### src/rtl/sha256_id_issuer.sv
// rtl/sha256_id_issuer.sv - packet ID allocator forking IDs to hash datapath and validator ID buffer
module sha256_id_issuer #(
    parameter int MAX_OUTSTANDING = 16
) (
    input  logic       clk,
    input  logic       rst,
    input  logic       en,
    input  logic       sync_rst,
    input  logic [5:0] cfg_seed,
    input  logic       cfg_seed_valid,
    output logic       cfg_seed_ready,
    input  logic       pkt_req_last,
    input  logic       pkt_req_valid,
    output logic       pkt_req_ready,
    output logic [5:0] pkt_id,
    output logic       pkt_id_valid,
    input  logic       pkt_id_ready,
    output logic [5:0] id_buf_out,
    output logic       id_buf_out_last,
    output logic       id_buf_out_valid,
    input  logic       id_buf_out_ready,
    input  logic       vld_hash_valid,
    input  logic       vld_hash_ready,
    input  logic       vld_hash_err,
    output logic [6:0] status_outstanding,
    output logic [9:0] status_issue_count,
    output logic [7:0] status_err_count,
    output logic       status_underflow,
    input  logic       status_clear
);

    typedef enum logic {IDLE, ISSUE} state_t;

    localparam logic [6:0] OUT_MAX = 7'(MAX_OUTSTANDING);

    state_t     state_q, state_d;
    logic [5:0] next_id_q, next_id_d;
    logic [5:0] cur_id_q, cur_id_d;
    logic       cur_last_q, cur_last_d;
    logic [6:0] outstanding_q, outstanding_d;
    logic       pid_done_q, pid_done_d;
    logic       buf_done_q, buf_done_d;
    logic [9:0] issue_cnt_q, issue_cnt_d;
    logic [7:0] err_cnt_q, err_cnt_d;
    logic       underflow_q, underflow_d;

    logic seed_fire, req_fire, retire, retire_dec, pid_fire, buf_fire;

    always_comb begin
        cfg_seed_ready   = en && (state_q == IDLE) && (outstanding_q == 7'd0);
        pkt_req_ready    = en && (state_q == IDLE) && (outstanding_q < OUT_MAX) && !cfg_seed_valid;
        pkt_id_valid     = (state_q == ISSUE) && !pid_done_q;
        id_buf_out_valid = (state_q == ISSUE) && !buf_done_q;
        pkt_id           = cur_id_q;
        id_buf_out       = cur_id_q;
        id_buf_out_last  = cur_last_q;

        seed_fire  = cfg_seed_valid && cfg_seed_ready;
        req_fire   = pkt_req_valid && pkt_req_ready;
        retire     = en && vld_hash_valid && vld_hash_ready;
        retire_dec = retire && (outstanding_q != 7'd0);
        // Handshakes only count while enabled, so a frozen channel keeps its valid up.
        pid_fire   = en && pkt_id_valid && pkt_id_ready;
        buf_fire   = en && id_buf_out_valid && id_buf_out_ready;
    end

    always_comb begin
        state_d       = state_q;
        next_id_d     = next_id_q;
        cur_id_d      = cur_id_q;
        cur_last_d    = cur_last_q;
        outstanding_d = outstanding_q;
        pid_done_d    = pid_done_q;
        buf_done_d    = buf_done_q;
        issue_cnt_d   = issue_cnt_q;
        err_cnt_d     = err_cnt_q;
        underflow_d   = underflow_q;

        if (en) begin
            case (state_q)
                IDLE: begin
                    if (seed_fire) begin
                        next_id_d = cfg_seed;
                    end else if (req_fire) begin
                        cur_id_d   = next_id_q;
                        cur_last_d = pkt_req_last;
                        next_id_d  = next_id_q + 6'd1;
                        pid_done_d = 1'b0;
                        buf_done_d = 1'b0;
                        state_d    = ISSUE;
                    end
                end
                ISSUE: begin
                    pid_done_d = pid_done_q || pid_fire;
                    buf_done_d = buf_done_q || buf_fire;
                    if (pid_done_d && buf_done_d) begin
                        state_d = IDLE;
                    end
                end
                default: state_d = IDLE;
            endcase

            if (req_fire && !retire_dec) begin
                outstanding_d = outstanding_q + 7'd1;
            end else if (!req_fire && retire_dec) begin
                outstanding_d = outstanding_q - 7'd1;
            end

            if (status_clear) begin
                issue_cnt_d = 10'd0;
                err_cnt_d   = 8'd0;
                underflow_d = 1'b0;
            end else begin
                if (req_fire) begin
                    issue_cnt_d = issue_cnt_q + 10'd1;
                end
                if (retire_dec && vld_hash_err && (err_cnt_q != 8'hFF)) begin
                    err_cnt_d = err_cnt_q + 8'd1;
                end
                if (retire && (outstanding_q == 7'd0)) begin
                    underflow_d = 1'b1;
                end
            end
        end
    end

    always_ff @(posedge clk or posedge rst) begin
        if (rst) begin
            state_q       <= IDLE;
            next_id_q     <= 6'd0;
            cur_id_q      <= 6'd0;
            cur_last_q    <= 1'b0;
            outstanding_q <= 7'd0;
            pid_done_q    <= 1'b0;
            buf_done_q    <= 1'b0;
            issue_cnt_q   <= 10'd0;
            err_cnt_q     <= 8'd0;
            underflow_q   <= 1'b0;
        end else if (sync_rst) begin
            state_q       <= IDLE;
            next_id_q     <= 6'd0;
            cur_id_q      <= 6'd0;
            cur_last_q    <= 1'b0;
            outstanding_q <= 7'd0;
            pid_done_q    <= 1'b0;
            buf_done_q    <= 1'b0;
            issue_cnt_q   <= 10'd0;
            err_cnt_q     <= 8'd0;
            underflow_q   <= 1'b0;
        end else begin
            state_q       <= state_d;
            next_id_q     <= next_id_d;
            cur_id_q      <= cur_id_d;
            cur_last_q    <= cur_last_d;
            outstanding_q <= outstanding_d;
            pid_done_q    <= pid_done_d;
            buf_done_q    <= buf_done_d;
            issue_cnt_q   <= issue_cnt_d;
            err_cnt_q     <= err_cnt_d;
            underflow_q   <= underflow_d;
        end
    end

    assign status_outstanding = outstanding_q;
    assign status_issue_count = issue_cnt_q;
    assign status_err_count   = err_cnt_q;
    assign status_underflow   = underflow_q;

endmodule

### config.mk
export PLATFORM = sky130hd
export DESIGN_NAME = sha256_id_issuer
export DESIGN_NICKNAME = d
export VERILOG_FILES = /design/src/rtl/sha256_id_issuer.sv
export SDC_FILE = /design/constraint.sdc
export NUM_CORES = 1
export LEC_CHECK = 0
export ABC_AREA = 1
export BUFFER_PORTS_ARGS = -buffer_cell sky130_fd_sc_hd__buf_2
export CORE_MARGIN = 5
export CORE_UTILIZATION = 30
export CTS_BUF_LIST = sky130_fd_sc_hd__clkbuf_4
export CTS_CLUSTER_DIAMETER = 120
export DETAILED_ROUTE_END_ITERATION = 8
export PLACE_DENSITY = 0.48
export SYNTH_ARGS = -nofsm -noshare
export SYNTH_HDL_FRONTEND = slang
export SYNTH_SLANG_ARGS = --single-unit
### constraint.sdc
create_clock -name clk -period 5.2 [get_ports clk]
set_clock_uncertainty 0.1 [all_clocks]
set_input_delay 1.04 -clock clk [delete_from_list [all_inputs] [get_ports clk]]
set_output_delay 1.04 -clock clk [all_outputs]
set_load 0.02 [all_outputs]
== Word level (Yosys, flattened, before mapping) ==
Cells that the tools add are included.

* Bits in read-only memories: 0
* Bits in latches: 0
* Logic and storage cells: 111
* Memory bits (writable): 0
* Register bits after elaboration: 42
* Memories kept: 0

* Eq/ne operators: 5
* Div/mod/pow operators: 0
* $add $sub $neg: 5
* Order comparisons: 1
* Shift operators: 0
* Mux-type cells: 45
* Bitwise gates (word level): 1
* Reduce and logical (&&, ||, !) cells: 44
* Multipliers: 0

{| class="wikitable"
|+ Operators with widths
! kind !! number
|-
| 2-to-1 mux 6 bit || 10
|-
| 2-to-1 mux 10 bit || 4
|-
| 2-to-1 mux 8 bit || 4
|-
| 2-to-1 mux 7 bit || 4
|-
| logical AND 1 bit || 21
|-
| 2-to-1 mux 1 bit || 20
|-
| nonzero test 3 bit || 5
|-
| adder 10 x 1 -> 10 bit, second input constant || 1
|-
| adder 8 x 1 -> 8 bit, second input constant || 1
|-
| != test 8 bit, second input constant || 1
|-
| AND reduction 2 bit || 4
|-
| adder 7 x 1 -> 7 bit, second input constant || 1
|-
| zero test 7 bit || 1
|-
| < comparator 7 x 5 -> 1 bit, second input constant || 1
|-
| nonzero test 7 bit || 1
|-
| subtractor 7 x 1 -> 7 bit, second input constant || 1
|-
| adder 6 x 1 -> 6 bit, second input constant || 1
|-
| != test 3 bit, second input constant || 2
|-
| one-hot mux 1 bit (2 select lines) || 3
|-
| AND reduction 3 bit || 2
|-
| zero test 1 bit || 5
|-
| != test 2 bit, second input constant || 2
|-
| AND reduction 4 bit || 1
|-
| nonzero test 2 bit || 2
|-
| other kinds (2) || 3
|}

== Depth between registers and ports, before layout ==
* Depth after elaboration: 11
* Depth in mapped cells: 15

== Worst setup path after synthesis ==
OpenSTA, ideal clock, no wires.

* Kind: input port to output port
* From: input port en
* To: output port cfg_seed_ready
* Slack: 2,308 ps
* Stages: 2
* Arrival: 1,752 ps
* Data required time: 4,060 ps
* Path through: nand2_2 -> nor3_1

* Longest elaborated chain between the ends: 2

{| class="wikitable"
|+ Ends and longest elaborated chain
! element !! RTL line !! RTL
|-
| start, declared || 7 || <nowiki>input logic en,</nowiki>
|-
| logical AND 1 bit (2 in series) || 50 || <nowiki>cfg_seed_ready = en && (state_q == IDLE) && (outstanding_q == 7'd0);</nowiki>
|-
| end, declared || 11 || <nowiki>output logic cfg_seed_ready,</nowiki>
|}

No other way between the ends.

== Worst setup path in the final report ==
Ends and elaborated chain as after synthesis.

==> reports/qor.txt <==
outcome: completed
initial antenna violation count: 0
Syn Area/Cell: 7.48 sq um
Tmin final: 3.12 ns
FF+latch count, synth: 42
register area share after synthesis: 39.7%
Tcrit/Tclk final: 59.9%
Diodes inserted: 0
number of I/O pins: 62
Vias: 2471
die area: 0.0108 sq mm
chip height: 104 um
clock sinks: 42
DR vias/cell: 4.74
die width: 104 um
final core occ: 35.7%
critical path endpoint category: primary output
final setup margin: 2.08 ns
Max Root-Sink Buffers: 2
clk slew on worst S/H paths: 0.13 ns
switching share of power: 43.6%
Sequential Power Share: 35.4%
dominant cells by area after synthesis: dfrtp_1 40%, nand2_1 14%, nand3_1 5.9%, inv_1 5.1%, nor2_1 4.7%
pwr/cell area: 373 mW/mm^2
core outline area: 0.00868 sq mm
GRT Overall Usage: 12.8%
Logic pwr share: 46.0%
largest net degree at the start of global routing: 43
postcts setup bufs: 0
NetSw: 0.503 mW
vias in the first global route: 2379
drt total wl: 6880 um
num rows: 34
Cell Area, Synth: 0.00265 sq mm
DR WL/cell: 13.2 um
Post-Syn Nets: 383
ANT nets after route: 0
total CTS buffers: 5
Arr. time, crit path: 1.98 ns
GPL Wtd Cong: 0.763
Clock Latency Late Sink: 0.36 ns
Finished Layout Cells: 521
grt total ovfl: 0
Place WS: 2.06 ns
FFs w/ async S/R, synth: 100%
Yosys top cell area share: 39.7%
CP Data Required Time: 4.06 ns
Final setup viols: 0
first-pass GRT wire length: 11700 um
First DRT Iteration DRCs: 72
Gates resized, CTS repair: 0
Synth area leader: dfrtp_1
Post-synth top cells: 99 x nand2_1, 42 x dfrtp_1, 36 x inv_1
clock network power share: 18.6%
hold_ws: 0.385 ns
RSZ-0062 raised after global routing: no
Setup TNS: 0 ns
Top FF cell, synth: dfrtp_1
Hold Crit Class: flip-flop to flip-flop
Slew HR: 52.6%
Post-DP Area: 0.00302 sq mm
DR DRC count: 0
Max Cap Violations: 0
cell count after synthesis: 354
count leader, synth: nand2_1
HPWL after detailed placement: 5200 um
crit path kind: input pin to primary output
fmax: 321 MHz
Worst-Margin Slew: 0.709 ns
Fin. Hold Viols: 0
root buffer cell: clkbuf_4
Final Power: 1.16 mW
layout cell share with drive strength beyond 1: 23.0%
Finished Cell Area: 0.00310 sq mm
Final nets: 441
Area Growth Syn to Fin: 16.9%
Post-synth EDFFs: 0
Final Max Slew Viols: 0
worst vdd rail ir drop: 0.223 mV
Port-buffer cells: 61
Initial Util: 30.5%
# hold bufs at CTS: 0
number of placed instances, taps included: 513
Initial DRT Pass Iterations: 4
CP Max Fanout: 6
CP Launch Type: input pin
Max H-tree Level: 2
internal power: 0.652 mW
CTS tree: yes
Yosys warning count: 0
Yosys cell types: 37
Leakage: 1.71 nW
-- power by group through the flow --
stage / combinational (mW) / sequential [mW] / clock (mW)
2_1_floorplan: 0.381 / 0.437 / 0
3_3_place_gp: 0.530 / 0.415 / 0
4_1_cts: 0.542 / 0.410 / 0.229
5_1_grt: 0.603 / 0.416 / 0.239
3_5_place_dp: 0.540 / 0.416 / 0
6_report: 0.532 / 0.409 / 0.215
-- sequential cells by signal, indices dropped and copies added, names as in the netlist --
name	count
status_issue_count	10
pid_done_q	1
status_underflow	1
status_outstanding	7
status_err_count	8
id_buf_out	6
next_id_q	6
state_q	1
buf_done_q	1
id_buf_out_last	1
-- critical path: stages --
cell     delay (ns)
buf_2          0.16
nand2_2        0.10
nor3_1         0.42
buf_2          0.25
-- layout by cell type, fill, tap and decap left out, drive strengths merged, types with 3 or more instances in the layout --
master,instances
inv,41
o21ai,25
nor2,37
nand4,8
a31o,3
clkbuf,5
xnor2,3
nand3,33
a21oi,9
nand2,107
xor2,5
nor3,7
ha,9
dfrtp,42
buf,62
-- area by class of cell --
| class | count | area, sq um |
|---|---|---|
| Clock buffer | 5 | 37.5 |
| Multi-Input combinational cell | 260 | 1360 |
| Timing Repair Buffer | 62 | 313 |
| Clock inverter | 3 | 40.0 |
| Inverter | 41 | 156 |
| Fill cell | 959 | 5580 |
| Tap cell | 108 | 135 |
| Sequential cell | 42 | 1050 |
-- final timing paths --
check / from / endpoint / slack (ns) / cells past startpoint
min in group asynchronous: rst / id_buf_out[3]$_DFFE_PP0P_ / 0.71 / 3
worst min register to register: id_buf_out_last$_DFFE_PP0P_ / id_buf_out_last$_DFFE_PP0P_ / 0.39 / 2
worst max-delay path: en / cfg_seed_ready / 2.08 / 4
worst min-delay path: id_buf_out_last$_DFFE_PP0P_ / id_buf_out_last$_DFFE_PP0P_ / 0.39 / 2
max in group asynchronous: rst / status_issue_count[6]$_DFFE_PP0P_ / 3.92 / 3
worst max register to register: status_outstanding[5]$_DFFE_PP0P_ / status_outstanding[3]$_DFFE_PP0P_ / 2.75 / 11
-- logic make-up after synthesis --
| group | synth area share [%] |
|---|---|
| adders and majority gates | 5.01 |
| DFF | 39.7 |
| AOI/OAI and AO/OA | 10.0 |
| xor gates and xnor gates | 2.65 |
| buffers and inverters | 8.83 |
| and+or+nand+nor | 33.8 |
-- layer usage --
layer	vias up	share of wire (%)	track usage (%)
met5	-	0	0
met2	59	44	19.7
li1	1262	-	-
met3	6	6.2	3.54
met1	1144	48	17.8
met4	0	1.2	3.33
No activity file was read; power rests on OpenSTA's default activity.
